`config.mk`:
```
export PLATFORM = sky130hd
export DESIGN_NAME = chacha20_stream_xor
export DESIGN_NICKNAME = d
export VERILOG_FILES = /design/src/rtl/chacha20_pkg.sv /design/src/rtl/axis_out_reg.sv /design/src/rtl/chacha20_stream_xor.sv
export SDC_FILE = /design/constraint.sdc
export NUM_CORES = 1
export LEC_CHECK = 0
export BUFFER_PORTS_ARGS = -buffer_cell sky130_fd_sc_hd__buf_2
export CAP_MARGIN = 20
export CORE_AREA = 5 5 253 255
export CTS_CLUSTER_SIZE = 12
export DETAILED_ROUTE_END_ITERATION = 8
export DIE_AREA = 0 0 258 260
export GPL_TIMING_DRIVEN = 1
export PLACE_DENSITY = 0.74
export SETUP_SLACK_MARGIN = 0.05
export SYNTH_ARGS = -nofsm -noshare
export SYNTH_HDL_FRONTEND = slang
export SYNTH_SLANG_ARGS = --single-unit
export TNS_END_PERCENT = 30
```
`constraint.sdc`:
```
create_clock -name i_aclk -period 19.9 [get_ports i_aclk]
set_input_delay 0.995 -clock i_aclk [delete_from_list [all_inputs] [get_ports i_aclk]]
set_output_delay 0.995 -clock i_aclk [all_outputs]
set_load 0.005 [all_outputs]
```
`src/rtl/chacha20_pkg.sv`:
```
// Shared ChaCha20 stream-cipher constants and the FSM state encoding.
// Latency: n/a (types and constants only).
// Backpressure: n/a.
package chacha20_pkg;

  localparam int CHACHA_BLOCK_BITS  = 512;
  localparam int CHACHA_WORD_BITS   = 32;
  localparam int CHACHA_BLOCK_WORDS = CHACHA_BLOCK_BITS / CHACHA_WORD_BITS;

  typedef enum logic [1:0] {
    ST_IDLE    = 2'd0,
    ST_REQUEST = 2'd1,
    ST_WAIT_KS = 2'd2,
    ST_STREAM  = 2'd3
  } xor_state_t;

endpackage

```
`src/rtl/axis_out_reg.sv`:
```
// One-beat AXI-Stream output register.
// Latency: one cycle from load to m_axis_tvalid.
// Backpressure: holds data/last stable while m_axis_tready=0; load_rdy=0 while full and stalled.
module axis_out_reg #(
  parameter int DATA_WIDTH = 32
) (
  input  logic                  i_aclk,
  input  logic                  i_areset,
  input  logic                  load_vld,
  input  logic [DATA_WIDTH-1:0] load_dat,
  input  logic                  load_last,
  output logic                  load_rdy,
  output logic [DATA_WIDTH-1:0] m_axis_tdata,
  output logic                  m_axis_tvalid,
  input  logic                  m_axis_tready,
  output logic                  m_axis_tlast
);

  // A new beat may enter when the register is empty or is draining this cycle.
  assign load_rdy = !m_axis_tvalid || m_axis_tready;

  // Capture an accepted beat; otherwise clear valid once the consumer takes it.
  always_ff @(posedge i_aclk or posedge i_areset) begin
    if (i_areset) begin
      m_axis_tvalid <= 1'b0;
      m_axis_tdata  <= '0;
      m_axis_tlast  <= 1'b0;
    end else if (load_vld && load_rdy) begin
      m_axis_tvalid <= 1'b1;
      m_axis_tdata  <= load_dat;
      m_axis_tlast  <= load_last;
    end else if (m_axis_tready) begin
      m_axis_tvalid <= 1'b0;
    end
  end

endmodule

```
`src/rtl/chacha20_stream_xor.sv`:
```
// XORs a 32-bit plaintext stream with ChaCha20 keystream blocks fetched from an external generator.
// Latency: one cycle per beat once a keystream block is buffered; a block fetch stalls the input.
// Backpressure: s_axis_tready follows the output register; no input accepted outside STREAM.
module chacha20_stream_xor
  import chacha20_pkg::*;
#(
  parameter int DATA_WIDTH  = 32,
  parameter int BLOCK_WORDS = 16
) (
  input  logic                         i_aclk,
  input  logic                         i_areset,
  input  logic                         i_enable,
  input  logic [31:0]                  i_counter_init,
  output logic                         o_start,
  output logic [31:0]                  o_counter,
  input  logic [CHACHA_BLOCK_BITS-1:0] i_keystream,
  input  logic                         i_keystream_valid,
  input  logic [DATA_WIDTH-1:0]        s_axis_tdata,
  input  logic                         s_axis_tvalid,
  output logic                         s_axis_tready,
  input  logic                         s_axis_tlast,
  output logic [DATA_WIDTH-1:0]        m_axis_tdata,
  output logic                         m_axis_tvalid,
  input  logic                         m_axis_tready,
  output logic                         m_axis_tlast,
  output logic                         o_counter_wrap
);

  localparam int                IDX_W    = $clog2(BLOCK_WORDS);
  localparam logic [IDX_W-1:0]  LAST_IDX = IDX_W'(BLOCK_WORDS - 1);

  xor_state_t            state;
  logic [31:0]           blk_ctr;
  logic [32:0]           ctr_next;
  logic [IDX_W-1:0]      idx;
  logic [DATA_WIDTH-1:0] ks_buf [BLOCK_WORDS];
  logic                  out_rdy;
  logic                  beat_acc;

  // Carry out of the increment marks a counter wrap.
  assign ctr_next      = {1'b0, blk_ctr} + 33'd1;
  assign s_axis_tready = (state == ST_STREAM) && out_rdy;
  assign beat_acc      = s_axis_tvalid && s_axis_tready;

  axis_out_reg #(
    .DATA_WIDTH (DATA_WIDTH)
  ) u_out_reg (
    .i_aclk        (i_aclk),
    .i_areset      (i_areset),
    .load_vld      (beat_acc),
    .load_dat      (s_axis_tdata ^ ks_buf[idx]),
    .load_last     (s_axis_tlast),
    .load_rdy      (out_rdy),
    .m_axis_tdata  (m_axis_tdata),
    .m_axis_tvalid (m_axis_tvalid),
    .m_axis_tready (m_axis_tready),
    .m_axis_tlast  (m_axis_tlast)
  );

  // Packet FSM: fetch a block, stream through its words, refetch at block end, stop on tlast.
  always_ff @(posedge i_aclk or posedge i_areset) begin
    if (i_areset) begin
      state          <= ST_IDLE;
      o_start        <= 1'b0;
      o_counter      <= '0;
      blk_ctr        <= '0;
      o_counter_wrap <= 1'b0;
      idx            <= '0;
      for (int k = 0; k < BLOCK_WORDS; k++) ks_buf[k] <= '0;
    end else begin
      // o_start is raised on entry to REQUEST so it is high for exactly that cycle.
      o_start <= 1'b0;
      case (state)
        ST_IDLE: begin
          blk_ctr <= i_counter_init;
          idx     <= '0;
          if (i_enable) begin
            o_start   <= 1'b1;
            o_counter <= i_counter_init;
            state     <= ST_REQUEST;
          end
        end
        ST_REQUEST: begin
          state <= ST_WAIT_KS;
        end
        ST_WAIT_KS: begin
          if (i_keystream_valid) begin
            for (int k = 0; k < BLOCK_WORDS; k++)
              ks_buf[k] <= i_keystream[k*DATA_WIDTH +: DATA_WIDTH];
            idx   <= '0;
            state <= ST_STREAM;
          end
        end
        ST_STREAM: begin
          if (beat_acc) begin
            if (s_axis_tlast) begin
              // End of packet wins over end of block: unused words are dropped.
              idx   <= '0;
              state <= ST_IDLE;
            end else if (idx == LAST_IDX) begin
              blk_ctr   <= ctr_next[31:0];
              o_counter <= ctr_next[31:0];
              o_start   <= 1'b1;
              idx       <= '0;
              state     <= ST_REQUEST;
              if (ctr_next[32]) o_counter_wrap <= 1'b1;
            end else begin
              idx <= idx + 1'b1;
            end
          end
        end
        default: state <= ST_IDLE;
      endcase
    end
  end

endmodule
```
==> out/summary.json, run 1 <==
{
  "netlist_area": {"value": 28600, "unit": "sq um"},
  "place.port_buffers": {"value": 651},
  "status": {"value": "finished, final reports clean"},
  "htreeDepth": {"value": 3},
  "synth_flop_cell": {"value": "sky130_fd_sc_hd__dfrtp_1"},
  "rr_startpoint": {"value": "state[0]"},
  "dpl_cell_area": {"value": 32500, "unit": "sq um"},
  "detail_route.wirelength": {"value": 94000, "unit": "um"},
  "post-route-cell-area": {"value": 34800, "unit": "sq um"},
  "average_detailed_routed_wire_length_per_instance": {"value": 26.4, "unit": "um"},
  "final_worst_path_cycle_share": {"value": 20.1, "unit": "%"},
  "synth_seq_cells": {"value": 618},
  "core_area": {"value": 61400, "unit": "sq um"},
  "gpl.final_weighted_congestion": {"value": 0.932},
  "num_vias": {"value": 20437},
  "ctsResizeCount": {"value": 0},
  "track_usage": {"value": 27.2, "unit": "%"},
  "yosysWarnings": {"value": 0},
  "min-delay-start": {"value": "o_counter[3]"},
  "synth-adder-area-share": {"value": 0.219, "unit": "%"},
  "irDropWorstVdd": {"value": 0.0875, "unit": "mV"},
  "fp-row-count": {"value": 91},
  "period_minus_slack": {"value": 3.99, "unit": "ns"},
  "antenna_violating_nets_post_route": {"value": 0},
  "via_per_inst": {"value": 5.73},
  "first_global_vias": {"value": 21771},
  "setup_slack": {"value": 15.91, "unit": "ns"},
  "simple_gate_portion_of_the_synthesized_area": {"value": 5.05, "unit": "%"},
  "io_pins": {"value": 652},
  "worst_clock_skew": {"value": 0.0304, "unit": "ns"},
  "switching_share": {"value": 32.7, "unit": "%"},
  "detailedRoute.firstPassIterationCount": {"value": 5},
  "cts-root-buf": {"value": "sky130_fd_sc_hd__clkbuf_16"},
  "startpoint": {"value": "state[0]"},
  "clock_insertion_delay_worst_skew": {"value": 0.61, "unit": "ns"},
  "sequential_element_share_of_the_synthesized_area": {"value": 54.1, "unit": "%"},
  "cts_made_buffers": {"value": 70},
  "pwr-share-seq": {"value": 42.4, "unit": "%"},
  "post_layout_instance_count_excluding_filler_cells": {"value": 3567},
  "clock_path_buffers": {"value": 3},
  "wire_length_of_the_first_global_routing_pass": {"value": 138000, "unit": "um"},
  "worst_ep_required_time": {"value": 20.39, "unit": "ns"},
  "postCtsHoldBufs": {"value": 0},
  "cts.sink_count": {"value": 618},
  "dr.first_iter.drc_count": {"value": 1568},
  "final.setup.tns": {"value": 0, "unit": "ns"},
  "synthCells": {"value": 2080},
  "clkPwrFrac": {"value": 23.5, "unit": "%"},
  "worst-path-max-fanout": {"value": 81},
  "power_switching": {"value": 0.00177, "unit": "W"},
  "cp_startpoint_kind": {"value": "flop"},
  "critical_path_arrival": {"value": 4.48, "unit": "ns"},
  "hold_path_depth": {"value": 2},
  "worst-r2r-cell-count": {"value": 6},
  "timing_worst_slew_pin_value": {"value": 1.07, "unit": "ns"},
  "timing.critical_path.to_type": {"value": "flop"},
  "hold_violations": {"value": 0},
  "maxClockFrequency": {"value": 251, "unit": "MHz"},
  "total_leakage_power": {"value": 15.2, "unit": "nW"},
  "flow.area_growth_from_synthesis": {"value": 21.8, "unit": "%"},
  "p_int": {"value": 0.00364, "unit": "W"},
  "net_count_after_synthesis": {"value": 2668},
  "dp_worst_setup_slack": {"value": 15.62, "unit": "ns"},
  "avgSynthCellArea": {"value": 13.8, "unit": "sq um"},
  "timing_worst_setup_path_type": {"value": "reg -> reg"},
  "chipWidth": {"value": 258, "unit": "um"},
  "power_density": {"value": 155, "unit": "nW/um^2"},
  "asyncSetResetFlopFracSynth": {"value": 100, "unit": "%"},
  "combinational_family_with_the_most_area_after_synthesis": {"value": "multiplexers"},
  "final-max-slew-violation-count": {"value": 0},
  "grt_antenna_before_repair": {"value": 68},
  "ratio_of_cells_with_drive_above_1_in_the_final_layout": {"value": 51.2, "unit": "%"},
  "max_cap_viol_count": {"value": 0},
  "post_synth_xor_area_fraction": {"value": 1.65, "unit": "%"},
  "cts_tree": {"value": "yes"},
  "synth_compound_area_share": {"value": 6.49, "unit": "%"},
  "report.final.setup_viol": {"value": 0},
  "drt_drc_violations_left": {"value": 0},
  "power_frac_comb": {"value": 34.0, "unit": "%"},
  "net_count_reported_at_finish": {"value": 3269},
  "globalRoute.totalOverflow": {"value": 0},
  "die_h": {"value": 260, "unit": "um"},
  "dp.cells": {"value": 3398},
  "synth-edff-count": {"value": 0},
  "min_path_type": {"value": "reg -> reg"},
  "grt_setup_unrepaired": {"value": "no"},
  "number_of_unique_standard_cell_types_used_by_synthesis": {"value": 69},
  "detailed_place_hpwl": {"value": 69900, "unit": "um"},
  "grt_max_degree": {"value": 177},
  "max-slew-margin-rel": {"value": 28.7, "unit": "%"},
  "design.die.area": {"value": 67100, "unit": "sq um"},
  "cts_setup_buffers": {"value": 0},
  "start_util": {"value": 46.6, "unit": "%"},
  "hold_slack": {"value": 0.477, "unit": "ns"},
  "yosys-mux-area-fraction": {"value": 30.0, "unit": "%"},
  "cts.clk_slew.worst_paths": {"value": 0.06, "unit": "ns"}
}
## synthesized netlist by cell type, drive strengths merged (6+ instances only)
| library cell | instances | area (sq um) |
|---|---|---|
| o31ai | 6 | 45.0 |
| nor4 | 6 | 97.6 |
| o21ai | 47 | 243 |
| a21o | 6 | 45.0 |
| xor2 | 40 | 350 |
| mux2 | 517 | 5820 |
| dfrtp | 618 | 15500 |
| o221ai | 6 | 52.6 |
| xnor2 | 14 | 123 |
| a22oi | 65 | 488 |
| buf | 53 | 310 |
| nor3 | 12 | 71.3 |
| o22a | 44 | 385 |
| a31oi | 11 | 68.8 |
| nor2 | 41 | 154 |
| a21oi | 21 | 105 |
| nand2b | 7 | 43.8 |
| inv | 12 | 45.0 |
| clkbuf | 95 | 360 |
| mux2i | 133 | 1330 |
| o22ai | 6 | 37.5 |
| mux4 | 64 | 1440 |
| or4 | 8 | 67.6 |
| o31a | 6 | 52.6 |
| o21a | 10 | 75.1 |
| nand4 | 8 | 56.3 |
| and3 | 14 | 90.1 |
| nand3 | 61 | 340 |
| o211ai | 6 | 60.1 |
| nand2 | 93 | 349 |
## kinds of logic (layout without fill, tap and decap cells)
family                     Yosys count  after routing
buffers and inverters              160            808
other                                0             49
and+or+nand+nor                    272            272
xor gates and xnor gates            54             54
DFF                                618            618
AOI/OAI and AO/OA                  257            257
muxes                              714            714
adders and majority gates            5              5
## stage by stage
step	power [W]	utilization (%)
after floorplan	0.00357	-
after global placement	0.00401	52.9
after detailed placement	0.00414	52.9
after CTS	0.00543	56.5
after global routing	0.00571	56.7
final	0.00540	56.8
## layer usage
| layer | vias up | global-route usage (%) | part of all wire, % |
|---|---|---|---|
| met3 | 196 | 7.51 | 8.0 |
| li1 | 8966 | - | - |
| met5 | - | 0 | 0.28 |
| met4 | 46 | 10.9 | 3.5 |
| met2 | 816 | 45.4 | 50 |
| met1 | 10413 | 33.7 | 38 |
## layout by cell type, fill, tap and decap left out, drive strengths merged, types with 21 or more instances in the layout
master  Yosys  layout
dfrtp     618     618
mux4       64      64
o22a       44      44
clkbuf     95      99
xor2       40      40
mux2i     133     133
a21oi      21      21
nand3      61      61
o21ai      47      47
nand2      93      93
mux2      517     517
nor2       41      41
buf        53     677
diode       0      49
a22oi      65      65
## registers in the layout, summed over array words and instances (netlist names)
register,flops
u_out_reg.m_axis_tvalid,1
u_out_reg.m_axis_tlast,1
o_counter_wrap,1
idx,4
blk_ctr,32
u_out_reg.m_axis_tdata,32
o_counter,32
ks_buf,512
o_start,1
state,2
## power groups by stage
stage | registers, W | logic, W | clock network (W)
after floorplan | 0.00216 | 0.00141 | 0
after global placement | 0.00225 | 0.00176 | 0
after detailed placement | 0.00230 | 0.00184 | 0
after CTS | 0.00229 | 0.00185 | 0.00129
after global routing | 0.00236 | 0.00200 | 0.00135
final | 0.00229 | 0.00184 | 0.00127
## layout make-up
class	instances	area (sq um)
Sequential cell	618	15500
Clock inverter	20	215
Inverter	12	52.6
Tap cell	790	988
Clock buffer	99	2030
Timing Repair Buffer	677	3500
Antenna cell	49	123
Multi-Input combinational cell	1302	12500
Fill cell	4962	26500
## path summary, 6_finish.rpt
kind / end / slack (ns)
max in group asynchronous: ks_buf[53] / 16.88
worst max register to register: ks_buf[228] / 15.91
worst max-delay path: ks_buf[228] / 15.91
min in group asynchronous: blk_ctr[0] / 0.54
worst min-delay path: o_counter[3] / 0.48
worst min register to register: o_counter[3] / 0.48
## worst max-delay path, stage by stage, from the launching register on
cell and delay, ns:
sky130_fd_sc_hd__dfrtp_1 0.38, sky130_fd_sc_hd__inv_1 0.15, sky130_fd_sc_hd__ha_1 0.23, sky130_fd_sc_hd__and2_4 0.77, sky130_fd_sc_hd__buf_4 0.94, sky130_fd_sc_hd__buf_4 0.86
sky130_fd_sc_hd__mux2_2 0.43
No activity file was read; power rests on OpenSTA's default activity.
==> run 2, diff against run 1 <==
==> constraint.sdc (replaced) <==
create_clock -name i_aclk -period 3.7 [get_ports i_aclk]
set_input_delay 0.185 -clock i_aclk [delete_from_list [all_inputs] [get_ports i_aclk]]
set_output_delay 0.185 -clock i_aclk [all_outputs]
set_load 0.005 [all_outputs]
==> run 2 against run 1 <==
Net effect:
- setup slack got worse by 15 ns
- routed wire length rose by 25%
- utilization increased by 9.8 points
- register-to-register slack worse by 15 ns
- via count grew 19%
==> out/summary.json, run 2 (synthesized netlist as in run 1, its figures left out) <==
{
  "max-slew-margin-rel": {"value": 44.8, "unit": "%"},
  "dp.cells": {"value": 3426},
  "clock_path_buffers": {"value": 3},
  "n_fill_cell": {"value": 4071},
  "average_detailed_routed_wire_length_per_instance": {"value": 28.2, "unit": "um"},
  "setup_slack": {"value": 0.778, "unit": "ns"},
  "final-max-slew-violation-count": {"value": 0},
  "drt_drc_violations_left": {"value": 0},
  "mostFrequentLayoutCells": {"value": "sky130_fd_sc_hd__buf_2, sky130_fd_sc_hd__dfrtp_1, sky130_fd_sc_hd__dlygate4sd3_1"},
  "net_count_reported_at_finish": {"value": 3874},
  "detail_route.wirelength": {"value": 117000, "unit": "um"},
  "grt_setup_unrepaired": {"value": "no"},
  "status": {"value": "finished, final reports clean"},
  "rrSetupSlack": {"value": 0.78, "unit": "ns"},
  "cts_setup_buffers": {"value": 0},
  "rr_startpoint": {"value": "idx[2]"},
  "total_leakage_power": {"value": 17.7, "unit": "nW"},
  "num_vias": {"value": 24337},
  "grt_max_degree": {"value": 119},
  "cp_startpoint_kind": {"value": "flop"},
  "cts-root-buf": {"value": "sky130_fd_sc_hd__clkbuf_16"},
  "grtUsageMet1": {"value": 38.4, "unit": "%"},
  "cts.clk_slew.worst_paths": {"value": 0.06, "unit": "ns"},
  "gpl.final_weighted_congestion": {"value": 0.966},
  "report.final.setup_viol": {"value": 0},
  "timing.critical_path.to_type": {"value": "flop"},
  "flow.area_growth_from_synthesis": {"value": 42.9, "unit": "%"},
  "grt_met3_use": {"value": 9.21, "unit": "%"},
  "startpoint": {"value": "idx[2]"},
  "worst_ep_required_time": {"value": 4.16, "unit": "ns"},
  "grt_antenna_before_repair": {"value": 40},
  "via_per_inst": {"value": 5.85},
  "start_util": {"value": 46.6, "unit": "%"},
  "postCtsHoldBufs": {"value": 578},
  "regMostFlops": {"value": "ks_buf"},
  "timing_worst_setup_path_type": {"value": "reg -> reg"},
  "first_global_vias": {"value": 26516},
  "post_layout_instance_count_excluding_filler_cells": {"value": 4160},
  "io_pins": {"value": 652},
  "min-delay-start": {"value": "i_counter_init[3]"},
  "design.die.area": {"value": 67100, "unit": "sq um"},
  "die_h": {"value": 260, "unit": "um"},
  "track_usage": {"value": 33.6, "unit": "%"},
  "period_minus_slack": {"value": 2.92, "unit": "ns"},
  "timing_worst_slew_pin_value": {"value": 0.821, "unit": "ns"},
  "critical_path_arrival": {"value": 3.38, "unit": "ns"},
  "crit_chain": {"value": "buf_4 > and3_1 > a22oi_1 > nand3_1 > xor2_1 > o21ai_0"},
  "dp_worst_setup_slack": {"value": 0.978, "unit": "ns"},
  "place.port_buffers": {"value": 651},
  "cts.sink_count": {"value": 618},
  "chipWidth": {"value": 258, "unit": "um"},
  "critical-path-max-stage-delay": {"value": 0.76, "unit": "ns"},
  "cts_made_buffers": {"value": 70},
  "worst-path-max-fanout": {"value": 27},
  "hold_violations": {"value": 0},
  "dr.first_iter.drc_count": {"value": 2205},
  "clock_insertion_delay_worst_skew": {"value": 0.64, "unit": "ns"},
  "most_common_library_cell_in_the_layout_ignoring_fill_and_taps": {"value": "sky130_fd_sc_hd__buf_2"},
  "critical_path.slowest_cell": {"value": "sky130_fd_sc_hd__and3_1"},
  "max_cap_viol_count": {"value": 0},
  "antenna_violating_nets_post_route": {"value": 0},
  "largest_reg_flops": {"value": 512},
  "fp-row-count": {"value": 91},
  "cts_tree": {"value": "yes"},
  "met2_usage": {"value": 56.6, "unit": "%"},
  "htreeDepth": {"value": 3},
  "detailedRoute.firstPassIterationCount": {"value": 5},
  "min_path_type": {"value": "in -> reg"},
  "globalRoute.totalOverflow": {"value": 0},
  "final_util": {"value": 66.6, "unit": "%"},
  "detailed_place_hpwl": {"value": 77100, "unit": "um"},
  "hold_slack": {"value": 0.0480, "unit": "ns"},
  "irDropWorstVdd": {"value": 0.526, "unit": "mV"},
  "power_density": {"value": 756, "unit": "nW/um^2"},
  "ctsResizeCount": {"value": 0},
  "globalRoute.busiestLayer": {"value": "met2"},
  "core_area": {"value": 61400, "unit": "sq um"},
  "maxClockFrequency": {"value": 342, "unit": "MHz"},
  "final_worst_path_cycle_share": {"value": 79.0, "unit": "%"},
  "wire_length_of_the_first_global_routing_pass": {"value": 169000, "unit": "um"},
  "ratio_of_cells_with_drive_above_1_in_the_final_layout": {"value": 42.7, "unit": "%"},
  "worst_clock_skew": {"value": 0.0335, "unit": "ns"}
}
run 2: cell types whose count changed in the layout (fill, tap and decap cells not counted), sizes merged:
cell,before,now
clkbuf,99,97
diode,49,38
inv,16,12
buf,677,704
dlygate4sd3,0,578
clkinv,12,17
run 2: final timing paths:
check                                              to  cells after the start
min in group asynchronous  u_out_reg.m_axis_tdata[11]                      3
max in group asynchronous                 ks_buf[481]                      4
min reg2reg                             o_counter[10]                      1
max reg2reg                u_out_reg.m_axis_tdata[19]                      6
min                                      o_counter[3]                      5
max                        u_out_reg.m_axis_tdata[19]                      6
run 2: power by group:
part	total, W	internal, W	switching, W
logic	0.0113	0.00587	0.00539
registers	0.0128	0.0102	0.00256
clock network	0.00688	0.00392	0.00296
run 2: cell type report:
class                           instances  area (sq um)  share of cell area, %
Antenna cell                           38          95.1                  0.233
Clock buffer                           97          1990                   4.88
Clock inverter                         21           235                  0.575
Inverter                               12          48.8                  0.119
Multi-Input combinational cell       1302         12500                   30.5
Sequential cell                       618         15500                   37.9
Tap cell                              790           988                   2.42
Timing Repair Buffer                 1282          9580                   23.4
run 2: metal layers:
metal | vias up | wire, um
li1 | 10150 | -
met1 | 12073 | 41000
met2 | 1553 | 57400
met3 | 535 | 10300
met4 | 26 | 8560
met5 | - | 167
run 2: critical path: cells and delay by family (launching register included):
| family | cells | cell delay [ns] |
|---|---|---|
| compound gates | 2 | 0.32 |
| xor+xnor | 1 | 0.21 |
| buf+inv | 1 | 0.55 |
| flops | 1 | 0.75 |
| simple gates | 2 | 0.92 |
run 2: per-stage QoR:
| stage | power, W | setup TNS [ns] | area, sq um |
|---|---|---|---|
| floorplan | 0.0192 | -3040.56 | 28600 |
| global placement | 0.0223 | 0 | 32800 |
| detailed placement | 0.0228 | 0 | 32800 |
| CTS | 0.0302 | 0 | 40800 |
| global route | 0.0322 | 0 | 40800 |
| finish | 0.0309 | 0 | 40900 |
